`config.mk`:
```
export PLATFORM = sky130hd
export DESIGN_NAME = sccb_write_master_flat
export DESIGN_NICKNAME = d
export VERILOG_FILES = /design/src/rtl/sccb_pkg.sv /design/src/rtl/sccb_write_master_if.sv /design/src/rtl/sccb_qtr_tick.sv /design/src/rtl/sccb_write_master.sv /design/src/flat_wrapper.sv
export SDC_FILE = /design/constraint.sdc
export NUM_CORES = 1
export LEC_CHECK = 0
export CAP_MARGIN = 25
export CORE_MARGIN = 2
export CORE_UTILIZATION = 25
export DETAILED_ROUTE_END_ITERATION = 8
export GPL_TIMING_DRIVEN = 0
export PLACE_DENSITY = 0.47
export SYNTH_ARGS = -nofsm -noshare
export SYNTH_HDL_FRONTEND = slang
export SYNTH_SLANG_ARGS = --single-unit
```
`constraint.sdc`:
```
create_clock -name clk -period 1.7 [get_ports clk]
set_input_delay 0.17 -clock clk [delete_from_list [all_inputs] [get_ports clk]]
set_output_delay 0.17 -clock clk [all_outputs]
set_load 0.005 [all_outputs]
```
`src/rtl/sccb_pkg.sv`:
```
// Shared types and constants for the SCCB write master.
package sccb_pkg;

  typedef enum logic [2:0] {IDLE, START, BIT, STOP, DONE} sccb_state_t;
  typedef logic [1:0] sccb_phase_t;

  localparam int SCCB_BITS_PER_PHASE = 9;
  localparam int SCCB_PHASES = 3;

  // The quarter index runs on from the accept, so START covers raw indices 0,1 and every
  // later 4-quarter slot (bit or STOP) begins at raw index 2; this yields the slot quarter.
  function automatic logic [1:0] slot_quarter(input logic [1:0] qidx);
    return qidx ^ 2'b10;
  endfunction

endpackage

```
`src/rtl/sccb_write_master_if.sv`:
```
// Request handshake plus SCCB pad signals between the init sequencer and the write master.
interface sccb_write_master_if;

  logic       start;
  logic [7:0] reg_addr;
  logic [7:0] reg_data;
  logic       busy;
  logic       done;
  logic       scl;
  logic       sda;
  logic       sda_oe;

  modport master (
    input  start, reg_addr, reg_data,
    output busy, done, scl, sda, sda_oe
  );

  modport slave (
    output start, reg_addr, reg_data,
    input  busy, done, scl, sda, sda_oe
  );

endinterface

```
`src/rtl/sccb_qtr_tick.sv`:
```
// Quarter-bit timebase: one-cycle tick every QTR cycles and a free-running 2-bit quarter index.
module sccb_qtr_tick #(
  parameter int QTR = 125
) (
  input  logic       clk,
  input  logic       reset,
  input  logic       run,
  output logic       tick,
  output logic [1:0] qidx
);

  localparam int CW = $clog2(QTR);
  localparam logic [CW-1:0] LAST = CW'(QTR - 1);

  logic [CW-1:0] cnt;

  assign tick = run && (cnt == LAST);

  always_ff @(posedge clk) begin
    if (reset || !run) begin
      cnt  <= '0;
      qidx <= '0;
    end else begin
      cnt <= tick ? '0 : cnt + 1'b1;
      if (tick) begin
        qidx <= qidx + 1'b1;
      end
    end
  end

endmodule

```
`src/rtl/sccb_write_master.sv`:
```
// SCCB 3-phase write master: START, DEV_ADDR, reg_addr, reg_data (9 bits each), STOP, done pulse.
module sccb_write_master
  import sccb_pkg::*;
#(
  parameter int          CLK_HZ   = 50_000_000,
  parameter int          SCL_HZ   = 100_000,
  parameter logic [7:0]  DEV_ADDR = 8'h42
) (
  input  logic                clk,
  input  logic                reset,
  sccb_write_master_if.master bus
);

  localparam int QTR = CLK_HZ / (4 * SCL_HZ);

  sccb_state_t state, state_next;
  sccb_phase_t phase_idx;
  logic [3:0]  bit_idx;
  logic [7:0]  shreg;
  logic [7:0]  addr_q;
  logic [7:0]  data_q;
  logic        tick;
  logic [1:0]  qidx;
  logic [1:0]  sq;
  logic        run;
  logic        step_end;
  logic        last_bit;
  logic        last_phase;
  logic        scl_c;
  logic        sda_c;
  logic        oe_c;

  assign run        = (state == START) || (state == BIT) || (state == STOP);
  assign sq         = slot_quarter(qidx);
  assign step_end   = tick && (qidx == 2'd1);
  assign last_bit   = (bit_idx == 4'(SCCB_BITS_PER_PHASE - 1));
  assign last_phase = (phase_idx == 2'(SCCB_PHASES - 1));

  sccb_qtr_tick #(.QTR(QTR)) u_tick (
    .clk   (clk),
    .reset (reset),
    .run   (run),
    .tick  (tick),
    .qidx  (qidx)
  );

  always_ff @(posedge clk) begin
    if (reset) begin
      state <= IDLE;
    end else begin
      state <= state_next;
    end
  end

  always_comb begin
    state_next = state;
    unique case (state)
      IDLE:    if (bus.start) state_next = START;
      START:   if (step_end) state_next = BIT;
      BIT:     if (step_end && last_bit && last_phase) state_next = STOP;
      STOP:    if (step_end) state_next = DONE;
      DONE:    state_next = IDLE;
      default: state_next = IDLE;
    endcase
  end

  // Bus levels are a pure decode of state and slot quarter; the released ninth bit reads as 1.
  always_comb begin
    scl_c = 1'b1;
    sda_c = 1'b1;
    oe_c  = 1'b1;
    unique case (state)
      START: begin
        scl_c = (qidx == 2'd0);
        sda_c = 1'b0;
      end
      BIT: begin
        scl_c = sq[1];
        if (last_bit) begin
          oe_c = 1'b0;
        end else begin
          sda_c = shreg[7];
        end
      end
      STOP: begin
        scl_c = (sq != 2'd0);
        sda_c = sq[1];
      end
      default: ;
    endcase
  end

  assign bus.scl    = scl_c;
  assign bus.sda    = sda_c;
  assign bus.sda_oe = oe_c;
  assign bus.busy   = (state != IDLE);
  assign bus.done   = (state == DONE);

  always_ff @(posedge clk) begin
    if (reset) begin
      addr_q    <= '0;
      data_q    <= '0;
      shreg     <= '0;
      bit_idx   <= '0;
      phase_idx <= '0;
    end else if (state == IDLE && bus.start) begin
      addr_q    <= bus.reg_addr;
      data_q    <= bus.reg_data;
      shreg     <= DEV_ADDR;
      bit_idx   <= '0;
      phase_idx <= '0;
    end else if (state == BIT && step_end) begin
      if (last_bit) begin
        bit_idx <= '0;
        if (!last_phase) begin
          phase_idx <= phase_idx + 1'b1;
          shreg     <= (phase_idx == 2'd0) ? addr_q : data_q;
        end
      end else begin
        bit_idx <= bit_idx + 1'b1;
        shreg   <= {shreg[6:0], 1'b0};
      end
    end
  end

endmodule

```
`src/flat_wrapper.sv`:
```
// flat-port wrapper written by rule: the top's interface ports become plain ports
module sccb_write_master_flat import sccb_pkg::*;
#(
  parameter int          CLK_HZ   = 50_000_000,
  parameter int          SCL_HZ   = 100_000,
  parameter logic [7:0]  DEV_ADDR = 8'h42
)
  (clk, reset, bus_start, bus_reg_addr, bus_reg_data, bus_busy, bus_done, bus_scl, bus_sda, bus_sda_oe);
  sccb_write_master_if bus_i ();
  input  logic clk;
  input  logic reset;
  input wire logic [$bits(bus_i.start)-1:0] bus_start;
  input wire logic [$bits(bus_i.reg_addr)-1:0] bus_reg_addr;
  input wire logic [$bits(bus_i.reg_data)-1:0] bus_reg_data;
  output wire logic [$bits(bus_i.busy)-1:0] bus_busy;
  output wire logic [$bits(bus_i.done)-1:0] bus_done;
  output wire logic [$bits(bus_i.scl)-1:0] bus_scl;
  output wire logic [$bits(bus_i.sda)-1:0] bus_sda;
  output wire logic [$bits(bus_i.sda_oe)-1:0] bus_sda_oe;
  assign bus_i.start = bus_start;
  assign bus_i.reg_addr = bus_reg_addr;
  assign bus_i.reg_data = bus_reg_data;
  assign bus_busy = bus_i.busy;
  assign bus_done = bus_i.done;
  assign bus_scl = bus_i.scl;
  assign bus_sda = bus_i.sda;
  assign bus_sda_oe = bus_i.sda_oe;
  sccb_write_master #(.CLK_HZ(CLK_HZ), .SCL_HZ(SCL_HZ), .DEV_ADDR(DEV_ADDR)) u_core (.clk(clk), .reset(reset), .bus(bus_i));
endmodule
```
# ---- Word-level counts from Yosys, hierarchy flattened
# Index checks and enable logic that the tools add are counted.
# Widths: inputs -> output; s select.
dict set report word_totals {
  reg_bits 42
  latchBits 0
  rom_bits 0
  wordCells 67
  memories 0
  mem_bits_rw 0
  out_inout_bits 5
}
dict set report classes {
  magnitude_cmp 0
  n_mux 16
  bitwise 2
  shifts 0
  div_mod_pow 0
  addsub 4
  eq_ne 14
  n_reduce_logical 22
  n_mul 0
}
# cell n
set ops {}
lappend ops {{$mux 8} 3}
lappend ops {{$mux 7} 2}
lappend ops {{$mux 3} 4}
lappend ops {{$pmux 3 s4} 1}
lappend ops {{$add 7x1->7 const B} 1}
lappend ops {{$eq 7x7->1 const B} 1}
lappend ops {{$eq 3x2->1 const B} 2}
lappend ops {{$logic_and 1x1->1} 6}
lappend ops {{$ne 2x2->1 const B} 3}
lappend ops {{$pmux 1 s3} 2}
lappend ops {{$add 2x1->2 const B} 2}
lappend ops {{$add 4x1->4 const B} 1}
lappend ops {{$eq 4x4->1 const B} 1}
lappend ops {{$logic_not 2->1} 2}
lappend ops {{$mux 4} 1}
lappend ops {{$ne 2x1->1 const B} 2}
lappend ops {{$reduce_and 2->1} 2}
lappend ops {{$reduce_and 4->1} 1}
lappend ops {{$reduce_bool 2->1} 2}
lappend ops {{$reduce_or 2->1} 2}
lappend ops {{$eq 3x1->1 const B} 1}
lappend ops {{$eq 3x3->1 const B} 1}
lappend ops {{$logic_not 3->1} 1}
lappend ops {{$logic_or 1x1->1} 3}
lappend ops {{8 further kinds} 11}

# ---- Depth between registers and ports, before layout
dict set report depth {
  depth_word 9
  depth_mapped 8
  mapped_depth_nobuf 6
}

# ---- Modules after synthesis
# From an unflattened synthesis, not the netlist that was laid out.
dict set report unflattened {
  cells_unflattened 238
  area_unflattened_um2 2011.9
}
# module area_per_inst_um2 n_inst cells_per_inst
set by_module_without_submodules {}
lappend by_module_without_submodules {sccb_write_master 1601.5 1 192}
lappend by_module_without_submodules {sccb_qtr_tick 410.4 1 46}

# ---- Worst setup path before layout
# OpenSTA, ideal clock, no wires.
dict set report synth_path {
  path_type {reg-to-reg}
  startpoint {register u_core.bit_idx[0]}
  endpoint {register u_core.shreg[6]}
  path_buffers 1
  required_time_ns 1.572
  path_stages_with_launch 8
  synth_period_minus_slack_ns 1.860
  setup_time_ns 0.128
  t_arrival_ns 1.732
  path_slack_ns -0.160
  cell_sequence {dfxtp_1 inv_1 ha_1 and4b_1 or4_4 buf_6 a221oi_1 nor2_1}
}
dict set report synth_via {
  elab_chain_cells 4
  elab_cells_between_ends 6
}
# item line_no
set synth_rtl {}
lappend synth_rtl {{start, declared} sccb_write_master.sv:18} ;# logic [3:0] bit_idx;
lappend synth_rtl {{start signal, assigned} sccb_write_master.sv:120} ;# bit_idx <= bit_idx + 1'b1;
lappend synth_rtl {{$eq 4x4->1 (*)} sccb_write_master.sv:36} ;# assign last_bit = (bit_idx == 4'(SCCB_BITS_PER_PHASE - 1));
lappend synth_rtl {{$mux 8} sccb_write_master.sv:113} ;# if (last_bit) begin
lappend synth_rtl {{$mux 7} sccb_write_master.sv:112} ;# end else if (state == BIT && step_end) begin
lappend synth_rtl {{$mux 7} sccb_write_master.sv:106} ;# end else if (state == IDLE && bus.start) begin
lappend synth_rtl {{end signal, assigned} sccb_write_master.sv:117} ;# shreg <= (phase_idx == 2'd0) ? addr_q : data_q;
lappend synth_rtl {{end signal, assigned} sccb_write_master.sv:121} ;# shreg <= {shreg[6:0], 1'b0};
lappend synth_rtl {{end, declared} sccb_write_master.sv:19} ;# logic [7:0] shreg;
# Mark *: on every way between the ends. The rest lies on a longest branch, timed or not. The select of a mux whose other input is x is not followed.
# A chain may end at the register's enable or synchronous reset.

# ---- Worst setup path in the final report
dict set report layout_path {
  startpoint {register u_core.bit_idx[0]}
  endpoint {output bus_sda}
}
dict set report layout_via {
  elab_chain_cells 3
}
# item line_no
set layout_rtl {}
lappend layout_rtl {{$eq 4x4->1} sccb_write_master.sv:36}
lappend layout_rtl {{$mux 1} sccb_write_master.sv:79} ;# if (last_bit) begin
lappend layout_rtl {{$pmux 1 s3} sccb_write_master.sv:72} ;# unique case (state)
lappend layout_rtl {{end, declared} flat_wrapper.sv:18} ;# output wire logic [$bits(bus_i.sda)-1:0] bus_sda;
# No other way between the ends.

==> results.txt <==
Crit path arrival time: 1.75 ns
CTS tree: built
Seq pwr share: 47.6%
pwr dens: 740 nW/um2
vias in the first global route: 1703
clock skew: 0.00625 ns
utilization after layout: 37.6%
Synth Warn #: 0
Peak VDD IR: 0.373 mV
Area contributors post-synth: dfxtp_1 (42%), nand2_1 (8.8%), mux2i_1 (6.0%)
status: finished with violations
clock share of power: 44.0%
I/O Buffers: 23
Hold WS: 0.411 ns
Worst R2R End: u_core.shreg[6]$_SDFFE_PP0P_
Period Utilization, post-route: 113%
critical path endpoint category: primary output
Synth Cell Area: 2000 um2
CTS Buf Count: 5
Post-Synthesis Cells: 239
final slew viol count: 0
io pins: 24
Final Total Pwr: 2.15 mW
Total GRT Usage: 11.7%
share of flip-flops with an asynchronous set or reset: 0%
Ant. Diodes: 0
# fillers: 800
register area share after synthesis: 42.1%
max-capacitance violation count: 0
unrepaired setup endpoints after global routing: yes
average routed wire per standard cell: 12.3 um
failing checks: negative setup slack
Layout Area Growth over Synthesis: 45.6%
share of the synthesized area in the top cell type: 42.1%
Post-synth EDFFs: 0
DRC: 0
share of layout cells above drive strength 1: 30.6%
first-pass GRT wire length: 8.11 mm
Sink Count: 42
worst hold start: bus_reg_data[6]
Clock transition at path regs: 0.09 ns
Critical Path Max Stage Delay: 0.40 ns
Crit Path Max Fanout: 3
area leader, netlist: dfxtp_1
Final Instance Area: 2910 um2
Worst R2R Path Depth: 7
Hold Path Depth: 3
Achievable Freq: 521 MHz
Routed Antenna Nets: 0
measured slew at the worst slew-check pin: 0.583 ns
Vias/cell: 4.49
Die X-Extent: 93.3 um
DR pass1 iterations: 4
Final setup viols: 10
routed vias: 1777
Placer Congestion: 0.809
CP Class: reg2out
syn_area_per_cell: 8.35 um2
WP buf/inv: 2
Sw Pwr: 462 uW
hold buffer count at cts: 0
WP data required: 1.53 ns
Hold Crit Class: in2reg
starting DRC count in detailed routing: 74
CTS Buffer Depth: 2
Distinct cells, synth: 39
clk root buf: clkbuf_8
die height: 93.3 um
row cnt: 32
LEAKAGE: 1.17 nW
Fin. Hold Viols: 0
total wire length: 4.87 mm
syn_nets: 267
total gr overflow: 0
startpoint types: flip-flop
delay-heaviest family, CP: simple AND/OR/NAND/NOR gates
CTS H-tree lvls: 2
post-layout min period: 1.92 ns
largest net degree at the start of global routing: 15
dpl hpwl: 3.34 mm
PnR worst setup slack: -0.218 ns
relative max-transition margin: 61.1%
die area: 8710 um2
crit-path cells: inv_2 > ha_4 > and3b_2 > or4_1 > a21o_1 > buf_2
initial antenna violation count: 0
switching part of the total power: 21.5%
hold endpoint: u_core.data_q[6]$_SDFFE_PP0P_
Comb power frac: 8.4%
RR Startpoint: u_core.bit_idx[0]$_SDFFE_PP0P_
placement-stage cell area: 2380 um2
Worst-Skew Late Latency: 0.29 ns
Starting Density: 25.8%
synthesis-stage register bit count: 42
Critical-path top delay cell: or4_1
Most used DFF post-synth: dfxtp_1
FF-to-FF setup slack: -0.16 ns
nets: 321
core footprint: 7730 um2
Internal: 1.69 mW
## power by group through the flow
stage / combinational (mW) / sequential (mW) / clock, mW
detailed placement: 0.165 / 1.05 / 0
global route: 0.201 / 1.03 / 1.03
floorplan: 0.0881 / 1.05 / 0
CTS: 0.174 / 1.02 / 0.988
finish: 0.181 / 1.02 / 0.946
global placement: 0.164 / 1.05 / 0
## state kept, by name, indices dropped and copies added, names as in the netlist
name,count
u_core.phase_idx,2
u_core.data_q,8
u_core.u_tick.cnt,7
u_core.shreg,8
u_core.bit_idx,4
u_core.u_tick.qidx,2
u_core.state,3
u_core.addr_q,8
## routing by layer
layer,global-route usage [%],vias up,part of all wire [%]
met5,0,-,0
met4,4.04,0,1.6
met3,2.26,8,2.4
met2,19.0,21,48
met1,15.4,834,48
li1,-,914,-
## cells in the mapped netlist, types with 2 or more instances
master and number:
or2_2 3, nor3b_1 2, mux2i_1 12, nand4bb_1 2, xnor2_1 5, nor2_1 26
nand2_1 47, mux2_2 2, ha_1 9, inv_1 11, buf_2 3, a21o_1 2
dfxtp_1 42, clkbuf_1 10, a211o_1 4, nand3_1 4, a21oi_1 22, and3_1 5
o21ai_0 5, a32o_1 2, or3_1 2, xor2_1 2
## area by class of cell
class / instances / area (um2) / area share [%]
tap: 102 / 128 / 4.39
multi-input combinational: 172 / 1220 / 42.0
sequential: 42 / 856 / 29.5
buffer: 12 / 96.3 / 3.32
clock inverter: 3 / 68.8 / 2.37
clock buffer: 5 / 68.8 / 2.37
timing repair buffer: 49 / 425 / 14.6
inverter: 11 / 41.3 / 1.42
## cells by family after synthesis
logic type      count (synthesis)  synth area share, %
xor+xnor                        7                 3.07
buf+inv                        25                 5.27
fa+ha+maj                       9                 5.64
mux                            14                 7.15
flops                          42                 42.1
compound gates                 40                 12.2
simple gates                  102                 24.5
## repair_timing
item	in CTS	in global routing
gates resized for setup	45	25
endpoints found under the setup margin	36	35
pin swaps	9	2
setup buffers	16	11
cloned	1	0
## placed cells by master, fill, tap and decap left out, types with 6 or more instances in the layout
cell	count
buf_4	24
dfxtp_1	34
mux2i_1	12
inv_2	7
a21oi_1	17
nor2_1	23
nand2_1	46
clkbuf_8	6
clkdlybuf4s50_1	20
dfxtp_2	6
## through the flow
| step | TNS (ns) | instances | setup slack, ns |
|---|---|---|---|
| after floorplan | -0.226 | 239 | -0.0773 |
| after global placement | -6.83 | 364 | -0.544 |
| after detailed placement | -6.54 | 364 | -0.497 |
| after CTS | -1.23 | 388 | -0.234 |
| after global routing | -1.60 | 396 | -0.264 |
| final | -0.973 | 396 | -0.218 |
## worst max path at each step
| stage | start | to | cells past startpoint |
|---|---|---|---|
| floorplan | u_core.bit_idx[0]$_SDFFE_PP0P_ | u_core.shreg[6]$_SDFFE_PP0P_ | 7 |
| global placement | u_core.bit_idx[0]$_SDFFE_PP0P_ | bus_sda_oe | 7 |
| detailed placement | u_core.bit_idx[1]$_SDFFE_PP0P_ | bus_sda_oe | 7 |
| CTS | u_core.bit_idx[0]$_SDFFE_PP0P_ | bus_sda | 6 |
| global route | u_core.bit_idx[0]$_SDFFE_PP0P_ | bus_sda | 6 |
| finish | u_core.bit_idx[0]$_SDFFE_PP0P_ | bus_sda | 6 |
## tightest hold or removal path: stages
cell             delay [ns]
clkdlybuf4s50_1        0.39
nand2_1                0.05
a21oi_1                0.05
No activity file was read; power rests on OpenSTA's default activity.
